--- src/rtl/uart_dispatch_pkg.sv ---
// Shared types and helpers for the UART command dispatcher.
//   state_t   : frame parser states
//   err_t     : error codes reported on o_err_code
//   tmo_width : counter width able to hold the timeout value itself
// Optional feature macro: UART_DISPATCH_CSUM_EN (trailing XOR checksum byte).
package uart_dispatch_pkg;

  typedef enum logic [1:0] {
    IDLE    = 2'd0,
    GET_LEN = 2'd1,
    PAYLOAD = 2'd2,
    CHECK   = 2'd3
  } state_t;

  typedef enum logic [2:0] {
    ERR_NONE     = 3'd0,
    ERR_BAD_ID   = 3'd1,
    ERR_BAD_LEN  = 3'd2,
    ERR_TIMEOUT  = 3'd3,
    ERR_BAD_CSUM = 3'd4
  } err_t;

  function automatic int tmo_width(input int timeout_cycles);
    return $clog2(timeout_cycles + 1);
  endfunction

endpackage

--- src/rtl/uart_cmd_dispatcher_timer.sv ---
// Inter-byte timeout timer.
// Ports:
//   i_clk, i_reset : clock, synchronous active-high reset
//   i_clear        : restart the count (byte accepted, or parser idle)
//   i_enable       : count this cycle (parser inside a frame)
//   o_expired      : combinational pulse in the cycle the count reaches TIMEOUT_CYCLES
module dispatch_timeout_timer
  import uart_dispatch_pkg::*;
#(
  parameter int TIMEOUT_CYCLES = 1000
) (
  input  logic i_clk,
  input  logic i_reset,
  input  logic i_clear,
  input  logic i_enable,
  output logic o_expired
);

  localparam int W = tmo_width(TIMEOUT_CYCLES);

  logic [W-1:0] r_cnt;

  // Clear beats enable, so an accept in the expiry cycle suppresses the pulse.
  assign o_expired = i_enable && !i_clear && (r_cnt == W'(TIMEOUT_CYCLES - 1));

  always_ff @(posedge i_clk) begin
    if (i_reset || i_clear) r_cnt <= '0;
    else if (i_enable)      r_cnt <= r_cnt + 1'b1;
  end

endmodule

--- src/rtl/uart_cmd_dispatcher.sv ---
// UART command dispatcher: frames [id][len][payload x len] (plus a trailing
// XOR checksum byte when UART_DISPATCH_CSUM_EN is defined) and strobes the
// payload bytes to the addressed target. All outputs are registered (latency 1).
// Ports:
//   i_clk, i_reset      : clock, synchronous active-high reset
//   i_rx_ready          : UART byte-valid level, byte accepted on its rising edge
//   i_rx_data[7:0]      : UART byte
//   o_tgt_data[7:0]     : payload byte
//   o_tgt_valid[N-1:0]  : one-hot strobe for the selected target
//   o_tgt_first         : first payload byte of a frame
//   o_frame_done        : frame complete and good
//   o_frame_error       : frame aborted
//   o_err_code[2:0]     : last error code (held)
//   o_busy              : parser not idle
module uart_cmd_dispatcher
  import uart_dispatch_pkg::*;
#(
  parameter int          N_TARGETS      = 4,
  parameter logic [7:0]  BASE_ID        = 8'h14,
  parameter int          MAX_LEN        = 16,
  parameter int          TIMEOUT_CYCLES = 1000
) (
  input  logic                 i_clk,
  input  logic                 i_reset,
  input  logic                 i_rx_ready,
  input  logic [7:0]           i_rx_data,
  output logic [7:0]           o_tgt_data,
  output logic [N_TARGETS-1:0] o_tgt_valid,
  output logic                 o_tgt_first,
  output logic                 o_frame_done,
  output logic                 o_frame_error,
  output logic [2:0]           o_err_code,
  output logic                 o_busy
);

  localparam int SEL_W = (N_TARGETS > 1) ? $clog2(N_TARGETS) : 1;

  state_t               r_state, w_state_nxt;
  logic                 r_rx_prev;
  logic [SEL_W-1:0]     r_sel, w_sel_nxt;
  logic [7:0]           r_cnt, w_cnt_nxt;
  logic                 r_first, w_first_nxt;
  logic [7:0]           r_tgt_data, w_tgt_data_nxt;
  logic [N_TARGETS-1:0] r_tgt_valid, w_tgt_valid_nxt;
  logic                 r_tgt_first, w_tgt_first_nxt;
  logic                 r_done, w_done_nxt;
  logic                 r_error, w_error_nxt;
  err_t                 r_err_code, w_err_code_nxt;
`ifdef UART_DISPATCH_CSUM_EN
  logic [7:0]           r_csum, w_csum_nxt;
`endif

  logic       w_accept;
  logic       w_expired;
  logic [8:0] w_id_off;
  logic       w_id_ok;
  logic       w_len_ok;

  // The edge register tracks Rx_ready even during reset, so a byte already
  // presented before reset released is not mistaken for a fresh one.
  always_ff @(posedge i_clk) r_rx_prev <= i_rx_ready;

  assign w_accept = i_rx_ready && !r_rx_prev;
  assign w_id_off = {1'b0, i_rx_data} - {1'b0, BASE_ID};
  assign w_id_ok  = (i_rx_data >= BASE_ID) && (w_id_off < 9'(N_TARGETS));
  assign w_len_ok = (i_rx_data != 8'd0) && (int'(i_rx_data) <= MAX_LEN);

  dispatch_timeout_timer #(.TIMEOUT_CYCLES(TIMEOUT_CYCLES)) u_timer (
    .i_clk     (i_clk),
    .i_reset   (i_reset),
    .i_clear   (w_accept || (r_state == IDLE)),
    .i_enable  (r_state != IDLE),
    .o_expired (w_expired)
  );

  always_comb begin
    w_state_nxt     = r_state;
    w_sel_nxt       = r_sel;
    w_cnt_nxt       = r_cnt;
    w_first_nxt     = r_first;
    w_tgt_data_nxt  = r_tgt_data;
    w_tgt_valid_nxt = '0;
    w_tgt_first_nxt = 1'b0;
    w_done_nxt      = 1'b0;
    w_error_nxt     = 1'b0;
    w_err_code_nxt  = r_err_code;
`ifdef UART_DISPATCH_CSUM_EN
    w_csum_nxt      = r_csum;
`endif
    case (r_state)
      IDLE: if (w_accept) begin
        if (w_id_ok) begin
          w_sel_nxt   = SEL_W'(w_id_off);
          w_state_nxt = GET_LEN;
`ifdef UART_DISPATCH_CSUM_EN
          w_csum_nxt  = i_rx_data;
`endif
        end else begin
          w_error_nxt    = 1'b1;
          w_err_code_nxt = ERR_BAD_ID;
        end
      end
      GET_LEN: if (w_accept) begin
        if (w_len_ok) begin
          w_cnt_nxt   = i_rx_data;
          w_first_nxt = 1'b1;
          w_state_nxt = PAYLOAD;
`ifdef UART_DISPATCH_CSUM_EN
          w_csum_nxt  = r_csum ^ i_rx_data;
`endif
        end else begin
          w_error_nxt    = 1'b1;
          w_err_code_nxt = ERR_BAD_LEN;
          w_state_nxt    = IDLE;
        end
      end
      PAYLOAD: if (w_accept) begin
        w_tgt_data_nxt         = i_rx_data;
        w_tgt_valid_nxt[r_sel] = 1'b1;
        w_tgt_first_nxt        = r_first;
        w_first_nxt            = 1'b0;
        w_cnt_nxt              = r_cnt - 8'd1;
`ifdef UART_DISPATCH_CSUM_EN
        w_csum_nxt             = r_csum ^ i_rx_data;
        if (r_cnt == 8'd1) w_state_nxt = CHECK;
`else
        if (r_cnt == 8'd1) begin
          w_done_nxt  = 1'b1;
          w_state_nxt = IDLE;
        end
`endif
      end
      CHECK: begin
`ifdef UART_DISPATCH_CSUM_EN
        if (w_accept) begin
          w_state_nxt = IDLE;
          if (i_rx_data == r_csum) begin
            w_done_nxt = 1'b1;
          end else begin
            w_error_nxt    = 1'b1;
            w_err_code_nxt = ERR_BAD_CSUM;
          end
        end
`else
        w_state_nxt = IDLE;
`endif
      end
      default: w_state_nxt = IDLE;
    endcase
    // Expiry never coincides with an accept, so it cannot collide with the
    // byte handling above.
    if (w_expired) begin
      w_error_nxt    = 1'b1;
      w_err_code_nxt = ERR_TIMEOUT;
      w_state_nxt    = IDLE;
    end
  end

  always_ff @(posedge i_clk) begin
    if (i_reset) begin
      r_state     <= IDLE;
      r_sel       <= '0;
      r_cnt       <= '0;
      r_first     <= 1'b0;
      r_tgt_data  <= '0;
      r_tgt_valid <= '0;
      r_tgt_first <= 1'b0;
      r_done      <= 1'b0;
      r_error     <= 1'b0;
      r_err_code  <= ERR_NONE;
`ifdef UART_DISPATCH_CSUM_EN
      r_csum      <= '0;
`endif
    end else begin
      r_state     <= w_state_nxt;
      r_sel       <= w_sel_nxt;
      r_cnt       <= w_cnt_nxt;
      r_first     <= w_first_nxt;
      r_tgt_data  <= w_tgt_data_nxt;
      r_tgt_valid <= w_tgt_valid_nxt;
      r_tgt_first <= w_tgt_first_nxt;
      r_done      <= w_done_nxt;
      r_error     <= w_error_nxt;
      r_err_code  <= w_err_code_nxt;
`ifdef UART_DISPATCH_CSUM_EN
      r_csum      <= w_csum_nxt;
`endif
    end
  end

  assign o_tgt_data    = r_tgt_data;
  assign o_tgt_valid   = r_tgt_valid;
  assign o_tgt_first   = r_tgt_first;
  assign o_frame_done  = r_done;
  assign o_frame_error = r_error;
  assign o_err_code    = r_err_code;
  assign o_busy        = (r_state != IDLE);

endmodule

--- config.mk ---
export PLATFORM = sky130hd
export DESIGN_NAME = uart_cmd_dispatcher
export DESIGN_NICKNAME = d
export VERILOG_FILES = /design/src/rtl/uart_dispatch_pkg.sv /design/src/rtl/uart_cmd_dispatcher_timer.sv /design/src/rtl/uart_cmd_dispatcher.sv
export SDC_FILE = /design/constraint.sdc
export NUM_CORES = 1
export LEC_CHECK = 0
export CELL_PAD_IN_SITES_DETAIL_PLACEMENT = 1
export CELL_PAD_IN_SITES_GLOBAL_PLACEMENT = 2
export CORE_MARGIN = 10
export CORE_UTILIZATION = 32
export CTS_CLUSTER_DIAMETER = 150
export DETAILED_ROUTE_END_ITERATION = 10
export GPL_TIMING_DRIVEN = 1
export PLACE_DENSITY_LB_ADDON = 0.1
export SYNTH_ARGS = -nofsm -noshare
export SYNTH_HDL_FRONTEND = slang
export SYNTH_SLANG_ARGS = --single-unit
--- constraint.sdc ---
create_clock -name i_clk -period 1.9 [get_ports i_clk]
set_input_delay 0.19 -clock i_clk [delete_from_list [all_inputs] [get_ports i_clk]]
set_output_delay 0.19 -clock i_clk [all_outputs]
set_load 0.02 [all_outputs]
==> results_dict.tcl <==
set metrics [dict create \
    wire_length_of_the_first_global_routing_pass_um 8873 \
    start_kind "input pin" \
    design_power_total_mw 1.561 \
    finalHoldWorstSlack_ns 0.3963 \
    number_of_antenna_violations_at_the_first_check_in_global_routing 0 \
    finish.utilization 0.4281 \
    cp-end-kind "register" \
    iter_0_drt_violations 32 \
    period_minus_slack_ns 1.856 \
    nets 285 \
    worstSkewPairLatency_ns 0.30 \
    routed_wire_length_per_instance_um 15.44 \
    start_util 0.3261 \
    final_critical_path_setup_slack_ns 0.04444 \
    syn_nets 235 \
    synth_sequential_area_ratio 0.4276 \
    grt.overflow.total 0 \
    fin_area_um2 2520 \
    cts_hold_repair.buffers 0 \
    routed-via-count 1670 \
    synth_top_cell_by_area "sky130_fd_sc_hd__dfxtp_1" \
    postSynthAreaPerCell_um2 8.764 \
    cts_tree "done" \
    ys_dominant_reg_cell "sky130_fd_sc_hd__dfxtp_1" \
    cell_area_reported_after_detailed_placement_um2 2419 \
    synth_seq_cells 41 \
    io_buffer_count 28 \
    critical_path_arrival_ns 2.11 \
    chipWidth_um 97.45 \
    max_cap_violations 0 \
    place_inst 336 \
    layoutNonFillerInstCount 345 \
    num_antenna_cells 0 \
    regArea_um2 823.3 \
    pin_count_of_the_biggest_net_entering_global_routing 15 \
    die-height_um 97.45 \
    multi_input_area_um2 1011 \
    timing_max_transition_violations_final 0 \
    number_of_global_route_vias_before_repair 1730 \
    synth_top_cells_by_area "sky130_fd_sc_hd__dfxtp_1, sky130_fd_sc_hd__nand2_1, sky130_fd_sc_hd__nor2_1" \
    route.detailed.drc 0 \
    drtAntennaViolNets 0 \
    drive_gt1_frac 0.1926 \
    power.static_leakage_nw 0.9094 \
    cts.root.buffer_cell "sky130_fd_sc_hd__clkbuf_8" \
    layout_fillers 715 \
    syn-cell-area_um2 1919 \
    place.detailed.hpwl_um 4032 \
    vias_per_cell 4.841 \
    sink_count_of_the_clock_tree 41 \
    critPathRequiredTime_ns 2.15 \
    cts_buf_count 5 \
    cts_buffer_depth 2 \
    worstHoldPathType "in2reg" \
    drt_pre_antenna_iters 6 \
    status "complete, no violations" \
    hold_viol 0 \
    synth_enable_flop_cells 0 \
    highest_count_cells_in_the_layout_ignoring_fill_and_taps "sky130_fd_sc_hd__dfxtp_1, sky130_fd_sc_hd__clkdlybuf4s50_1, sky130_fd_sc_hd__nand2_1" \
    max_freq_mhz 538.9 \
    num_io_pins 30 \
    mostFrequentLayoutCell "sky130_fd_sc_hd__dfxtp_1" \
    setup_viol 0 \
    die-area_um2 9496 \
    largest_clock_skew_in_the_final_design_ns 0.003900 \
    clock_transition_at_the_registers_of_the_reported_paths_ns 0.08 \
    ctsHtreeMaxLevel 2 \
    core_area_um2 5886 \
    critical_path_class "in2reg" \
    synth_async_sr_flop_share 0 \
    yosysWarnings 0 \
    postSynthCellCount 219 \
    totalNegativeSetupSlack_ns 0 \
    synthToLayoutAreaGrowth_pct 31.29 \
    track_usage 0.1106 \
    drt-total-wl_um 5327 \
    yosys.cell_types.count 58 \
    powerDensity_nw_per_um2 619.3 \
    crit_fanout 5 \
    timing.final.crit_share 0.9766 \
    dpl_ws_ns -0.2382 \
    std_cell_rows 28 \
    yosysTopAreaCellShare 0.4276 \
    finalWeightedCongestion 0.7826 \
    ir_worst_vdd_mv 0.2932 \
]
==> what timing repair did <==
item	CTS	global route
setup buffers	0	1
endpoints found under the hold margin	0	0
gates resized for setup	1	2
setup endpoints to repair	1	3
pin swaps	0	2
==> cell type report <==
class / instances / area share
clock buffer: 5 / 0.02731
timing repair buffer: 53 / 0.1857
multi-input combinational: 158 / 0.4012
clock inverter: 3 / 0.006951
sequential: 41 / 0.3267
tap: 75 / 0.03724
inverter: 10 / 0.01490
==> power by group <==
part	switching (mW)	internal, mW	total [mW]
registers	0.00238	0.862	0.865
logic	0.0612	0.0584	0.120
clock network	0.323	0.254	0.576
==> synthesized netlist by cell type (2+ instances only) <==
library cell and number:
sky130_fd_sc_hd__nor3b_1 2, sky130_fd_sc_hd__inv_1 10, sky130_fd_sc_hd__nor3_1 7, sky130_fd_sc_hd__buf_4 2
sky130_fd_sc_hd__nor2_1 23, sky130_fd_sc_hd__mux2i_1 2, sky130_fd_sc_hd__buf_2 2, sky130_fd_sc_hd__o211ai_1 2
sky130_fd_sc_hd__a211oi_1 5, sky130_fd_sc_hd__nand2b_1 3, sky130_fd_sc_hd__a21oi_1 15, sky130_fd_sc_hd__nand4_1 4
sky130_fd_sc_hd__clkbuf_1 5, sky130_fd_sc_hd__dfxtp_1 41, sky130_fd_sc_hd__xnor2_1 3, sky130_fd_sc_hd__a31oi_1 3
sky130_fd_sc_hd__ha_1 5, sky130_fd_sc_hd__nand3_1 8, sky130_fd_sc_hd__o21ai_0 4, sky130_fd_sc_hd__nor2b_1 2
sky130_fd_sc_hd__nor4_1 2, sky130_fd_sc_hd__nand2_1 27, sky130_fd_sc_hd__xor2_1 6, sky130_fd_sc_hd__o31ai_1 2
==> cell families after synthesis <==
family	Yosys count	share of synthesized area
adders and majority gates	5	0.03259
other	1	0.001954
xor gates and xnor gates	10	0.04955
buffers and inverters	20	0.04824
and+or+nand+nor	94	0.2582
muxes	3	0.01630
DFF	41	0.4276
AOI/OAI and AO/OA	45	0.1656
==> state kept, by name (all words and copies together), names as in the netlist <==
signal and flops:
o_tgt_first 1, o_frame_done 1, u_timer.r_cnt 10, r_cnt 8
r_state 2, r_sel 2, r_rx_prev 1, o_frame_error 1
o_err_code 2, r_first 1, o_tgt_data 8, o_tgt_valid 4
==> layer usage <==
layer,track usage,wire length [µm],up-vias
met5,0,0,-
met4,0.04027,78,0
met3,0.02418,156,7
met2,0.1696,2402,16
met1,0.1470,2689,787
li1,-,-,860
==> final timing paths <==
check	startpoint	endpoint	slack, ns	cells past startpoint
setup / recovery	i_rx_data[2]	r_cnt[1]	0.04	8
setup reg to reg	r_state[1]	r_cnt[2]	0.30	6
hold / removal	i_rx_ready	r_rx_prev	0.40	1
hold reg to reg	u_timer.r_cnt[0]	u_timer.r_cnt[0]	0.45	1
==> critical path, stage by stage <==
cell,delay (ns)
sky130_fd_sc_hd__clkdlybuf4s50_1,0.48
sky130_fd_sc_hd__inv_1,0.07
sky130_fd_sc_hd__ha_1,0.18
sky130_fd_sc_hd__nor3b_2,0.16
sky130_fd_sc_hd__xnor2_2,0.32
sky130_fd_sc_hd__a31oi_2,0.17
sky130_fd_sc_hd__a2111oi_2,0.38
sky130_fd_sc_hd__a31o_2,0.15
Note: power is estimated with default switching activity, not from simulation.
